[src/rtl/irq_ctrl.sv]
// Interrupt controller: samples device IRQ lines into a W1C pending register, masks them and
// drives CP0 HWInt with lowest-index priority plus one level of service tracking.
// Optional macro IRQ_CTRL_EDGE_EN adds the TRIG register and per-source edge detection.
module irq_ctrl #(
    parameter int N_SRC = 6
) (
    input  logic             CLK,
    input  logic             RST,
    input  logic [N_SRC-1:0] IRQ_IN,
    input  logic [2:0]       innerADDR,
    input  logic             WE,
    input  logic [31:0]      WD,
    output logic [31:0]      RD,
    input  logic             INT_ACK,
    output logic [N_SRC-1:0] HWInt,
    output logic [2:0]       VEC
);

    typedef enum logic {ST_IDLE, ST_SERV} state_t;

    state_t           r_state, w_state_nxt;
    logic [2:0]       r_active, w_active_nxt;
    logic [N_SRC-1:0] r_s, r_pend, r_mask;
    logic [N_SRC-1:0] w_set, w_trig_rd, w_sw, w_clr, w_gate, w_elig;
    logic             w_wr_pend, w_wr_mask, w_wr_swset, w_wr_eoi;
    logic             w_unused;

    assign w_wr_pend  = WE && (innerADDR == 3'd0);
    assign w_wr_mask  = WE && (innerADDR == 3'd1);
    assign w_wr_swset = WE && (innerADDR == 3'd5);
    assign w_wr_eoi   = WE && (innerADDR == 3'd6);
    assign w_sw       = w_wr_swset ? WD[N_SRC-1:0] : '0;
    assign w_clr      = w_wr_pend  ? WD[N_SRC-1:0] : '0;
    assign w_unused   = ^WD[31:N_SRC];

`ifdef IRQ_CTRL_EDGE_EN
    logic [N_SRC-1:0] r_p, r_trig;
    logic             w_wr_trig;

    assign w_wr_trig = WE && (innerADDR == 3'd2);
    assign w_set     = (r_s & ~r_trig) | (r_s & ~r_p & r_trig);
    assign w_trig_rd = r_trig;

    always_ff @(posedge CLK) begin
        if (RST) begin
            r_p    <= '0;
            r_trig <= '0;
        end else begin
            r_p <= r_s;
            if (w_wr_trig)
                r_trig <= WD[N_SRC-1:0];
        end
    end
`else
    assign w_set     = r_s;
    assign w_trig_rd = '0;
`endif

    // Any set source wins over a W1C clear hitting the same bit in the same cycle.
    always_ff @(posedge CLK) begin
        if (RST) begin
            r_s    <= '0;
            r_pend <= '0;
            r_mask <= '0;
        end else begin
            r_s    <= IRQ_IN;
            r_pend <= (r_pend & ~w_clr) | w_set | w_sw;
            if (w_wr_mask)
                r_mask <= WD[N_SRC-1:0];
        end
    end

    always_comb begin
        w_gate = '1;
        if (r_state == ST_SERV) begin
            for (int i = 0; i < N_SRC; i++)
                w_gate[i] = (i < int'(r_active));
        end
    end

    assign w_elig = r_pend & r_mask & w_gate;
    assign HWInt  = w_elig;

    always_comb begin
        VEC = 3'd7;
        for (int i = N_SRC - 1; i >= 0; i--) begin
            if (w_elig[i])
                VEC = 3'(i);
        end
    end

    always_ff @(posedge CLK) begin
        if (RST) begin
            r_state  <= ST_IDLE;
            r_active <= 3'd0;
        end else begin
            r_state  <= w_state_nxt;
            r_active <= w_active_nxt;
        end
    end

    // EOI takes precedence over a simultaneous acknowledge; ACTIVE survives EOI for readback.
    always_comb begin
        w_state_nxt  = r_state;
        w_active_nxt = r_active;
        case (r_state)
            ST_IDLE: begin
                if (!w_wr_eoi && INT_ACK && (VEC != 3'd7)) begin
                    w_state_nxt  = ST_SERV;
                    w_active_nxt = VEC;
                end
            end
            ST_SERV: begin
                if (w_wr_eoi)
                    w_state_nxt = ST_IDLE;
            end
            default: w_state_nxt = ST_IDLE;
        endcase
    end

    always_comb begin
        RD = '0;
        case (innerADDR)
            3'd0:    RD = 32'(r_pend);
            3'd1:    RD = 32'(r_mask);
            3'd2:    RD = 32'(w_trig_rd);
            3'd3:    RD = 32'(r_s);
            3'd4:    RD = {24'b0, (r_state == ST_SERV), r_active, 1'b0, VEC};
            default: RD = '0;
        endcase
    end

endmodule

[config.mk]
export PLATFORM = sky130hd
export DESIGN_NAME = irq_ctrl
export DESIGN_NICKNAME = d
export VERILOG_FILES = /design/src/rtl/irq_ctrl.sv
export SDC_FILE = /design/constraint.sdc
export NUM_CORES = 1
export LEC_CHECK = 0
export ABC_AREA = 1
export CAP_MARGIN = 20
export CORE_ASPECT_RATIO = 1.25
export CORE_MARGIN = 1
export CORE_UTILIZATION = 38
export CTS_BUF_LIST = sky130_fd_sc_hd__clkbuf_8
export DETAILED_ROUTE_END_ITERATION = 8
export GPL_TIMING_DRIVEN = 0
export PLACE_DENSITY = 0.83
export SYNTH_ARGS = -nofsm -noshare
export SYNTH_HDL_FRONTEND = slang
export SYNTH_SLANG_ARGS = --single-unit
[constraint.sdc]
create_clock -name CLK -period 1.4 [get_ports CLK]
set_input_delay 0.21 -clock CLK [delete_from_list [all_inputs] [get_ports CLK]]
set_output_delay 0.21 -clock CLK [all_outputs]
set_load 0.03 [all_outputs]
==> impl_metrics.py <==
metrics = {
    "status": {
        "status": "complete, but fails checks",
        "violations": "negative setup slack",
    },
    "finish": {
        "antenna_cells": 0,
        "synthToLayoutAreaGrowth_pct": 56.7,
        "fin_nets": 334,
        "final_cells": 327,
        "final.fill_count": 332,
        "final_layout_size_suffix_gt1_frac": 0.365,
    },
    "logic_synthesis": {
        "ys_types": 24,
        "synth-seq-cells": 22,
        "syn_inst": 214,
        "synthesis.area_um2": 1370,
        "yosysSeqAreaShare": 0.321,
        "yosysWarningCount": 0,
        "netlist.top_cell.by_area": "dfxtp_1",
        "synth_common_cells": "nand2_1 (47), nor2_1 (32), inv_1 (26)",
        "synth_top_area_frac": 0.321,
        "synth_ff_type": "dfxtp_1",
        "synth-edff-count": 0,
        "yosys-top-cells-area": "dfxtp_1 (32%), buf_4 (13%), nand2_1 (13%), nor2_1 (8.7%), inv_1 (7.1%)",
        "postSynth.asyncResetShare": 0,
        "yosysMostFrequentCell": "nand2_1",
        "synth_area_per_cell_um2": 6.42,
    },
    "clocking": {
        "path_clk_slew_ns": 0.08,
        "clock_sinks": 22,
        "clk_latency_ns": 0.27,
        "numCtsBuffers": 3,
        "htreeDepth": 1,
        "ctsHoldBuffers": 0,
        "tritoncts": "yes",
        "clockBufferDepth": 2,
        "clk_root_buffer_cell": "clkbuf_8",
    },
    "worst_setup_path": {
        "crit_path_end_kind": "output pin",
        "crit_required_ns": 1.19,
        "startpoint_type": "register",
        "critPathKind": "reg -> out",
        "crit_fanout": 5,
        "worstReg2RegStart": "r_state",
        "critPathLaunch": "r_state",
        "ff2ff_path_depth": 10,
        "arrival_ns": 1.64,
    },
    "run": {
        "cap_violations": 0,
    },
    "power_and_ir_drop": {
        "p_int_uw": 1030,
        "seqPwrFrac": 0.446,
        "p_comb_frac": 0.288,
        "switching_share": 0.327,
        "power_density_nw_per_um2": 711,
        "p_leak_uw": 0.00107,
        "peakVddDrop_v": 0.000718,
        "clockPowerShare": 0.266,
        "p_sw_uw": 500,
    },
    "timing": {
        "fin_crit_sh": 1.32,
        "fin_crit_ns": 1.85,
        "whs_ns": 0.384,
        "rsz0062_at_grt": "true",
        "skew_ns": 0.00527,
        "timing_hold_violations_final": 0,
        "drv_slew": 0,
        "finalSetupViolations": 14,
        "fmax_mhz": 542,
        "worst_slack_ns": -0.447,
    },
    "place": {
        "place_inst": 310,
        "gp_congestion": 0.812,
        "dp_hpwl_mm": 2.62,
        "io_buffers": 34,
        "place_ws_ns": -1.18,
    },
    "die": {
        "row_count": 24,
        "die-area_um2": 3860,
        "start_util": 0.394,
        "die_width_um": 55.8,
        "top_level_ports": 86,
        "die_h_um": 69.2,
        "fp.coreArea_um2": 3480,
    },
    "detailed_routing": {
        "drc_errors": 0,
        "drtPass1Iterations": 4,
        "vias": 1545,
        "wl_per_cell_um": 11.3,
        "ant_nets": 0,
        "route.final.wire_length_mm": 3.68,
        "routed_via_density": 4.72,
        "drtIter0Drc": 70,
    },
    "global_routing": {
        "grt_max_degree": 13,
        "antenna_found_initial": 0,
        "grt.overflow.total": 0,
        "track_usage": 0.196,
        "grt_pass1_vias": 1437,
        "grt_pass1_wl_mm": 6.10,
    },
    "worst_hold_path": {
        "hold_path_class": "in -> reg",
        "min-delay-start": "WE",
        "min_path_cells": 4,
    },
}
-- critical path, stage by stage (launching register included) --
cell and delay (ns):
dfxtp_4 0.39, inv_4 0.04, nor2_4 0.14, buf_4 0.14, nand2_2 0.05, nand2_4 0.09, nand2_4 0.08, nor2_4 0.16
nand2_2 0.09, nand3_4 0.06, buf_6 0.13
-- per-layer routing --
| metal | track usage | vias up | routed length [um] | share of wire |
|---|---|---|---|---|
| met5 | 0 | - | 0 | 0 |
| li1 | - | 774 | - | - |
| met2 | 0.379 | 71 | 2030 | 0.55 |
| met4 | 0.114 | 0 | 112 | 0.030 |
| met1 | 0.196 | 689 | 1330 | 0.36 |
| met3 | 0.0224 | 11 | 203 | 0.055 |
-- through the flow --
| stage | cell area [um2] | util | setup TNS, ns | power, uW |
|---|---|---|---|---|
| floorplan | 1540 | - | -0.355 | 978 |
| finish | 2150 | 0.618 | -3.07 | 1530 |
| detailed placement | 1930 | 0.554 | -16.28 | 1100 |
| global placement | 1930 | 0.554 | -15.61 | 1090 |
| global route | 2150 | 0.618 | -4.41 | 1600 |
| CTS | 2070 | 0.595 | -2.51 | 1510 |
-- cell type report --
cell class                      instances  area (um2)  area share
Clock buffer                            3        41.3      0.0192
Clock inverter                          1        3.75     0.00174
Multi-Input combinational cell        160         880       0.408
Timing Repair Buffer                   47         418       0.194
Sequential cell                        22         453       0.210
Buffer                                 27         200      0.0930
Tap cell                               39        48.8      0.0227
Inverter                               28         109      0.0506
-- power by group through the flow --
stage	Combinational [uW]	Clock, uW	Sequential (uW)
after floorplan	286	0	692
after global placement	395	0	697
after detailed placement	400	0	698
after CTS	422	407	683
after global routing	475	437	687
final	441	407	683
-- layout by cell type (no fill, tap or decap), types with 2 or more instances in the layout --
| cell type | n |
|---|---|
| dfxtp_1 | 18 |
| dfxtp_4 | 3 |
| nand2_2 | 8 |
| conb_1 | 24 |
| o21ai_0 | 7 |
| nor3_4 | 2 |
| nand2_4 | 3 |
| a21oi_1 | 15 |
| nand4_1 | 2 |
| nand3_2 | 2 |
| buf_6 | 12 |
| buf_2 | 7 |
| clkbuf_8 | 3 |
| nor2_4 | 8 |
| a22oi_1 | 2 |
| nand3_1 | 12 |
| nor2_1 | 25 |
| buf_4 | 38 |
| nand2_1 | 40 |
| inv_2 | 5 |
| a21oi_2 | 2 |
| inv_1 | 22 |
| clkdlybuf4s50_1 | 14 |
-- flip-flops by register name, indices dropped and copies added (netlist names) --
name and flops:
r_active 3, r_mask 6, r_state 1, r_pend 6, r_s 6
-- repair_timing --
item                                    CTS  global route
pin swaps                                10             9
endpoints found under the hold margin     0             0
buffers inserted                          8             4
endpoints found under the setup margin   27            18
gates resized for setup                 134            21
cloned                                    1             0
-- worst paths after layout --
kind	endpoint	slack, ns
hold reg to reg	r_active[0]	0.50
setup / recovery	RD[2]	-0.45
setup reg to reg	r_active[2]	-0.07
hold / removal	r_pend[4]	0.38
-- cell families after synthesis --
kind of cell,count (synthesis),share of synthesized area
buf+inv,55,0.219
other cells,1,0.00273
simple gates,104,0.330
flops,22,0.321
compound gates,32,0.128
Note: power is estimated with default switching activity, not from simulation.
